[src/rtl/time_entry_pkg.sv]
// Shared types and constants for the time_entry keypad front end.
package time_entry_pkg;

    typedef enum logic [1:0] {
        IDLE  = 2'd0,
        NORM  = 2'd1,
        LOAD  = 2'd2,
        START = 2'd3
    } state_t;

    localparam logic [3:0] KEY_CLEAR_DEFAULT = 4'hA;
    localparam logic [3:0] KEY_START_DEFAULT = 4'hB;

    typedef struct packed {
        logic [3:0] min;
        logic [3:0] sec_tens;
        logic [3:0] sec_units;
    } bcd_time_t;

    function automatic logic is_digit(input logic [3:0] code);
        return code <= 4'd9;
    endfunction

endpackage

[src/rtl/time_entry_sec_normalizer.sv]
// Combinational BCD normalizer: folds 60-99 entered seconds into the minute digit,
// clamping to 9:59 when the minute digit cannot carry.
module sec_normalizer (
    input  logic [3:0] entry_min,
    input  logic [3:0] entry_sec_tens,
    input  logic [3:0] entry_sec_units,
    output logic [3:0] norm_min,
    output logic [3:0] norm_sec_tens,
    output logic [3:0] norm_sec_units
);

    logic [6:0] seconds;

    assign seconds = ({3'b000, entry_sec_tens} * 7'd10) + {3'b000, entry_sec_units};

    // S >= 60 implies the tens digit is at least 6, so S-60 is just tens-6 in BCD.
    always_comb begin
        norm_min       = entry_min;
        norm_sec_tens  = entry_sec_tens;
        norm_sec_units = entry_sec_units;
        if (seconds >= 7'd60) begin
            if (entry_min < 4'd9) begin
                norm_min      = entry_min + 4'd1;
                norm_sec_tens = entry_sec_tens - 4'd6;
            end else begin
                norm_sec_tens  = 4'd5;
                norm_sec_units = 4'd9;
            end
        end
    end

endmodule

[src/rtl/time_entry.sv]
// Keypad time entry: collects m:ss digits, then issues load and start to the countdown chain.
// Optional seconds normalization is enabled by defining TIME_ENTRY_NORMALIZE_EN.
module time_entry
    import time_entry_pkg::*;
#(
    parameter logic [3:0] KEY_CLEAR = KEY_CLEAR_DEFAULT,
    parameter logic [3:0] KEY_START = KEY_START_DEFAULT
) (
    input  logic       clock,
    input  logic       reset,
    input  logic       key_valid,
    input  logic [3:0] key_code,
    input  logic       run,
    output logic [3:0] disp_min,
    output logic [3:0] disp_sec_tens,
    output logic [3:0] disp_sec_units,
    output logic [3:0] data_min,
    output logic [3:0] data_sec_tens,
    output logic [3:0] data_sec_units,
    output logic       loadn,
    output logic       start
);

    state_t    state_reg, state_next;
    bcd_time_t entry_reg, entry_next;
    bcd_time_t data_reg, data_next;
    bcd_time_t norm_value;
    logic      loadn_reg;
    logic      start_reg;

`ifdef TIME_ENTRY_NORMALIZE_EN
    sec_normalizer u_sec_normalizer (
        .entry_min      (entry_reg.min),
        .entry_sec_tens (entry_reg.sec_tens),
        .entry_sec_units(entry_reg.sec_units),
        .norm_min       (norm_value.min),
        .norm_sec_tens  (norm_value.sec_tens),
        .norm_sec_units (norm_value.sec_units)
    );
`else
    assign norm_value = entry_reg;
`endif

    // Strobes are registered off the state, landing one cycle after LOAD/START is entered.
    always_ff @(posedge clock or posedge reset) begin
        if (reset) begin
            state_reg <= IDLE;
            entry_reg <= '0;
            data_reg  <= '0;
            loadn_reg <= 1'b1;
            start_reg <= 1'b0;
        end else begin
            state_reg <= state_next;
            entry_reg <= entry_next;
            data_reg  <= data_next;
            loadn_reg <= (state_reg != LOAD);
            start_reg <= (state_reg == START);
        end
    end

    always_comb begin
        state_next = state_reg;
        entry_next = entry_reg;
        data_next  = data_reg;
        case (state_reg)
            IDLE: begin
                if (key_valid) begin
                    if (key_code == KEY_CLEAR) begin
                        entry_next = '0;
                    end else if (!run && is_digit(key_code)) begin
                        entry_next = {entry_reg.sec_tens, entry_reg.sec_units, key_code};
                    end else if (!run && key_code == KEY_START && entry_reg != '0) begin
                        state_next = NORM;
                    end
                end
            end
            NORM: begin
                data_next  = norm_value;
                state_next = LOAD;
            end
            LOAD: begin
                state_next = START;
            end
            START: begin
                entry_next = '0;
                state_next = IDLE;
            end
            default: begin
                state_next = IDLE;
            end
        endcase
    end

    assign disp_min       = entry_reg.min;
    assign disp_sec_tens  = entry_reg.sec_tens;
    assign disp_sec_units = entry_reg.sec_units;
    assign data_min       = data_reg.min;
    assign data_sec_tens  = data_reg.sec_tens;
    assign data_sec_units = data_reg.sec_units;
    assign loadn          = loadn_reg;
    assign start          = start_reg;

endmodule
[config.mk]
export PLATFORM = sky130hd
export DESIGN_NAME = time_entry
export DESIGN_NICKNAME = d
export VERILOG_FILES = /design/src/rtl/time_entry_pkg.sv /design/src/rtl/time_entry_sec_normalizer.sv /design/src/rtl/time_entry.sv
export SDC_FILE = /design/constraint.sdc
export NUM_CORES = 1
export LEC_CHECK = 0
export ABC_AREA = 1
export CAP_MARGIN = 20
export CORE_MARGIN = 2
export CORE_UTILIZATION = 48
export DETAILED_ROUTE_END_ITERATION = 7
export PLACE_DENSITY = 0.76
export SYNTH_ARGS = -nofsm -noshare
export SYNTH_HDL_FRONTEND = slang
export SYNTH_SLANG_ARGS = --single-unit
[constraint.sdc]
create_clock -name clock -period 2 [get_ports clock]
set_clock_uncertainty 0.2 [all_clocks]
set_input_delay 0.2 -clock clock [delete_from_list [all_inputs] [get_ports clock]]
set_output_delay 0.2 -clock clock [all_outputs]
set_load 0.005 [all_outputs]
== Word-level counts from Yosys, hierarchy flattened ==
Cells that the tools add are included.

* Add/sub/neg operators: 0
* Magnitude comparators: 1
* Divide/modulo/power cells: 0
* Bitwise gates (word level): 0
* Equal/unequal tests: 11
* Multipliers: 0
* Mux-type cells: 9
* Shift-type cells: 0
* Reductions and logical operators: 9

{| class="wikitable"
|+ Operators with widths
! kind !! count
|-
| $mux 12 || 3
|-
| $pmux 12 s2 || 1
|-
| $reduce_bool 12->1 || 1
|-
| $ne 2x2->1 const B || 5
|-
| $eq 4x4->1 const B || 2
|-
| $mux 2 || 4
|-
| $pmux 2 s4 || 1
|-
| $eq 2x2->1 const B || 2
|-
| $le 4x4->1 const B || 1
|-
| $reduce_and 4->1 || 1
|-
| $logic_and 1x1->1 || 3
|-
| $ne 3x3->1 const B || 1
|-
| $reduce_and 3->1 || 1
|-
| $eq 2x1->1 const B || 1
|-
| $logic_not 2->1 || 1
|-
| $reduce_bool 2->1 || 1
|-
| $logic_not 1->1 || 1
|}

* Word-level logic and storage cells: 39
* Flip-flop bits (word level): 28
* Memory bits (read-only): 0
* Output and inout bits: 26
* Bits of input ports: 8
* Memories kept: 0
* Latch bits: 0
* Bits in writable memories: 0

== Longest topological paths before layout ==
* Depth after elaboration: 8
* Depth in mapped cells: 8
* Mapped depth without buffers: 8

== Least setup slack after synthesis ==
No wires, ideal clock.

* Kind: flip-flop to flip-flop
* Start: reg state_reg[1]
* End: reg data_reg (netlist bit data_sec_tens[1])
* Cell stages (with the launch flop): 6
* Arrival time: 1.254 ns
* Data required time: 1.675 ns
* Period minus slack after synthesis: 1.579 ns
* Library setup time: 0.125 ns
* Path slack: 0.421 ns
* Path buffers: 2
* Cells stage by stage: dfrtp_1 > inv_1 > ha_1 > buf_2 > buf_4 > mux2_2

* Cells in the longest elaborated chain, start to end: 1

{| class="wikitable"
|+ Ends and longest elaborated chain
! element !! RTL line !! RTL
|-
| from (decl) || time_entry.sv:24 || <nowiki>state_t state_reg, state_next;</nowiki>
|-
| from (signal assigned) || time_entry.sv:53 || <nowiki>state_reg <= state_next;</nowiki>
|-
| $eq 2x1->1 || time_entry.sv:65 || <nowiki>case (state_reg)</nowiki>
|-
| to (signal assigned) || time_entry.sv:55 || <nowiki>data_reg <= data_next;</nowiki>
|-
| to (decl) || time_entry.sv:26 || <nowiki>bcd_time_t data_reg, data_next;</nowiki>
|}

Every way passes these cells.
A chain may end at the register's enable or synchronous reset.

== Worst setup path after layout ==
* Start: reg loadn_reg (netlist: loadn)
* End: out loadn

{| class="wikitable"
|+ RTL lines
! element !! RTL line !! RTL
|-
| from (decl) || time_entry.sv:28 || <nowiki>logic loadn_reg;</nowiki>
|-
| from (signal assigned) || time_entry.sv:56 || <nowiki>loadn_reg <= (state_reg != LOAD);</nowiki>
|-
| to (decl) || time_entry.sv:20 || <nowiki>output logic loadn,</nowiki>
|}

No word-level cell between the ends.

==> run summary <==
The flow ran to the end, and the final reports show no timing, DRC or antenna violations. The top cell types in the final layout, fill and taps aside, are clkdlybuf4s50_1 (33), nand2_1 (29), dfrtp_1 (27). The tools report the floorplan die area as 0.00335 mm2.

The area of placed instances came out at 0.00174 mm2. For this run, the total global-route usage over all layers was measured as 17.1%. The top-level port count is 34. The number of buffers added to fix hold violations after cts is 0, and the top achievable clock speed is 566 MHz.

During placement, the flow inserted port buffers numbering 33. Entering global routing, the biggest net connects 29 pins. For the worst-skew pair, the clock arrives at the later sink with an insertion delay of 0.32 ns. Setup repair after global routing left no endpoint under its margin. The routed length per instance is 13.0 um.

In this run switching power makes up 34.4% of total power. The run gives 0 as the post-detailed-route DRC marker count. The largest incremental delay on the critical path was 0.55 ns. In this run the worst hold path is classified as in2async. Summed over all layers, the routed wires come to 2650 um.

Global routing finished with a remaining overflow of 0. STA classifies the critical path endpoint as an output port. The via-per-instance ratio was 5.31; the share of final-layout standard cells stronger than drive strength 1 was 19.7%. After the flow finishes, the layout carries non-filler instances totaling 204. Post-synthesis cell area: 0.00139 mm2. The area growth from synthesis to layout is 28.4%. In this run, flip-flops and latches consume 39.1% of the power. The tools report the terminus of the critical flop-to-flop path as disp_sec_units[2]. For the number of buffers created by CTS, the log shows 3. Setup violations remaining at the end of the flow were counted as 0.

The number of resized instances in the post-cts repair step came out at 0. The cell total after placement is 200, and the arrival time of data at the critical path endpoint is 1.37 ns. The via total after detailed routing is 1084, and the final cell utilization of the core is 64.8%. The clock tree buffer depth is 2, and the final hold violation count is 0.

The internal power consumption came out at 0.00161 W. The post-CTS setup buffer count is 0, and the number of max-capacitance violations reported is 0. The worst-path maximum fanout came out at 1.

Once detail routing completed, the nets flagged for antenna violations numbered 0. The worst setup path is of the reg2out kind. At the end of routability-driven placement, the weighted congestion stood at 0.805.

The finished cells cover 0.00179 mm2. Leaving out fill and tap cells, the most frequent cell in the layout is clkdlybuf4s50_1. The die width was 57.9 um; the normalized max-slew margin was 76.6%. The tools report the maximum level of the CTS H-tree as 1.

The number of antenna diodes in the final layout is 0. The buffering stage count on the worst path with inverters included works out to 1. The tools report the total nets after synthesis as 151.

The slew of the pin with the lowest slew margin is 0.351 ns. In this run the static leakage power is 0.896 nW. Counting every sink on the clock net gives 28.

For this design, the slowest cell found on the critical path is dfstp_2. The run gives 50.4% as the sequential area share after synthesis. Dominant cell type by area after synthesis: dfrtp_1. The clock transition at the registers of the reported paths is 0.15 ns. Ranked by total cell area, the synthesized netlist is headed by dfrtp_1 (49%), nand3_2 (8.6%), nand2_1 (7.8%), mux2_2 (6.5%), ha_1 (4.5%). Counting cells, the worst reg-to-reg path comes to 8.

The via count of the first global-routing pass is 989, and the net count of the finished layout is 187. The synthesized netlist contains 20 unique library cells. The cell family with the largest share of critical-path delay is flip-flops.

The number of slew-limit violations in the final report came out at 0. After technology mapping, the gate count stands at 138. The logs give 0 ns for the final-layout setup total negative slack and 1.60 ns for the endpoint required time on the critical path. During synthesis, Yosys emitted a total of 0 warnings. The number of iterations in the first detailed-routing pass was 4.

In this run the critical register-to-register path is launched from state_reg[0]. The analysis attributes to net switching a power of 0.000847 W. In this run, synthesis produced a sequential element count of 28. The final critical path takes up 88.4% of the cycle. The effective utilization at floorplan is 50.5%. Category of the worst setup path launch point: a register. TritonCTS built the clock tree. Walking the worst path, the cells encountered are clkdlybuf4s50_1.

In this run the vertical extent of the chip is 57.9 um. Setup slack of the most critical reg-to-reg path: 0.34 ns. The overall power after layout came out at 0.00246 W. After layout, the minimum clock period comes to 1.77 ns. The number of antenna violations at the first check in global routing was 0; the cell row count was 19. The logs give 46.0% for the logic gate share of total power and 0.869 mV for the worst-case vdd ir drop.

A synthesized cell averages 10.1 um2. The area share of the largest cell type after synthesis was 48.5%. The wire length of the first global-routing pass was 4480 um.

The cell sitting at the root of the clock tree is a clkbuf_4. The post-DP HPWL is 1980 um. Power spread over the standard cell area amounts to 1380 mW/mm2. For this block, the initial DRC count from the detailed router was 17.

The total area inside the core boundary comes to 0.00276 mm2. The tools report the clock power share as 14.9%.
==> layer usage <==
metal / GRT usage [%] / share of wire [%]
met1: 22.5 / 42
met2: 28.6 / 51
met3: 2.46 / 5.8
met4: 6.98 / 1.1
met5: 0 / 0
==> cells by family after synthesis <==
family | after synthesis | share of synthesized area (%)
buffers and inverters | 20 | 7.82
AOI/OAI and AO/OA | 4 | 1.44
and+or+nand+nor | 73 | 29.4
adders and majority gates | 5 | 4.49
muxes | 8 | 6.47
DFF | 28 | 50.4
==> area by class of cell <==
cell class | count | area (um2)
flip-flops and latches | 28 | 702
clock inverters | 1 | 30.0
repair buffers | 37 | 360
clock buffers | 3 | 22.5
fillers | 246 | 970
multi-input cells | 90 | 582
inverters | 14 | 52.6
well taps | 31 | 38.8
==> synth_stat cells <==
cell	number
nand2_1	29
dfrtp_1	27
inv_1	14
nand3_2	12
nor2_1	11
nand4_1	10
mux2_2	8
ha_1	5
nand3_1	5
a21oi_1	4
buf_2	2
buf_4	2
nand2_4	2
buf_12	1
buf_6	1
dfstp_2	1
nor2_2	1
nor2_4	1
nor3_1	1
or2_2	1
==> per-stage QoR <==
stage	hold WS, ns	worst slack [ns]
finish	0.0175	0.232
global route	0.0269	0.160
CTS	0.0228	0.208
detailed placement	0.295	0.197
global placement	0.289	0.288
floorplan	0.0647	0.421
==> worst register-to-register path, stage by stage, from the launching register on <==
cell,delay [ns]
dfrtp_1,0.44
inv_1,0.12
ha_1,0.24
nand2_1,0.07
inv_1,0.11
nand2_4,0.14
nor2_1,0.16
nand2_1,0.07
nand2_1,0.06
==> worst max path at each step <==
stage,cells after the start,start,slack (ns),endpoint
6_report,1,loadn,0.23,loadn
5_1_grt,1,loadn,0.16,loadn
4_1_cts,1,loadn,0.21,loadn
3_5_place_dp,9,key_code[1],0.20,disp_sec_units[0]
3_3_place_gp,9,key_code[1],0.29,disp_sec_units[2]
2_1_floorplan,5,state_reg[1],0.42,data_sec_tens[1]
==> power by group through the flow <==
stage / Combinational [W] / Sequential, W / Clock, W
2_1_floorplan: 0.000622 / 0.000964 / 0
4_1_cts: 0.00115 / 0.000965 / 0.000376
6_report: 0.00113 / 0.000962 / 0.000366
3_5_place_dp: 0.00114 / 0.000979 / 0
5_1_grt: 0.00126 / 0.00100 / 0.000400
3_3_place_gp: 0.00111 / 0.000965 / 0
(Power assumes the default switching activity.)
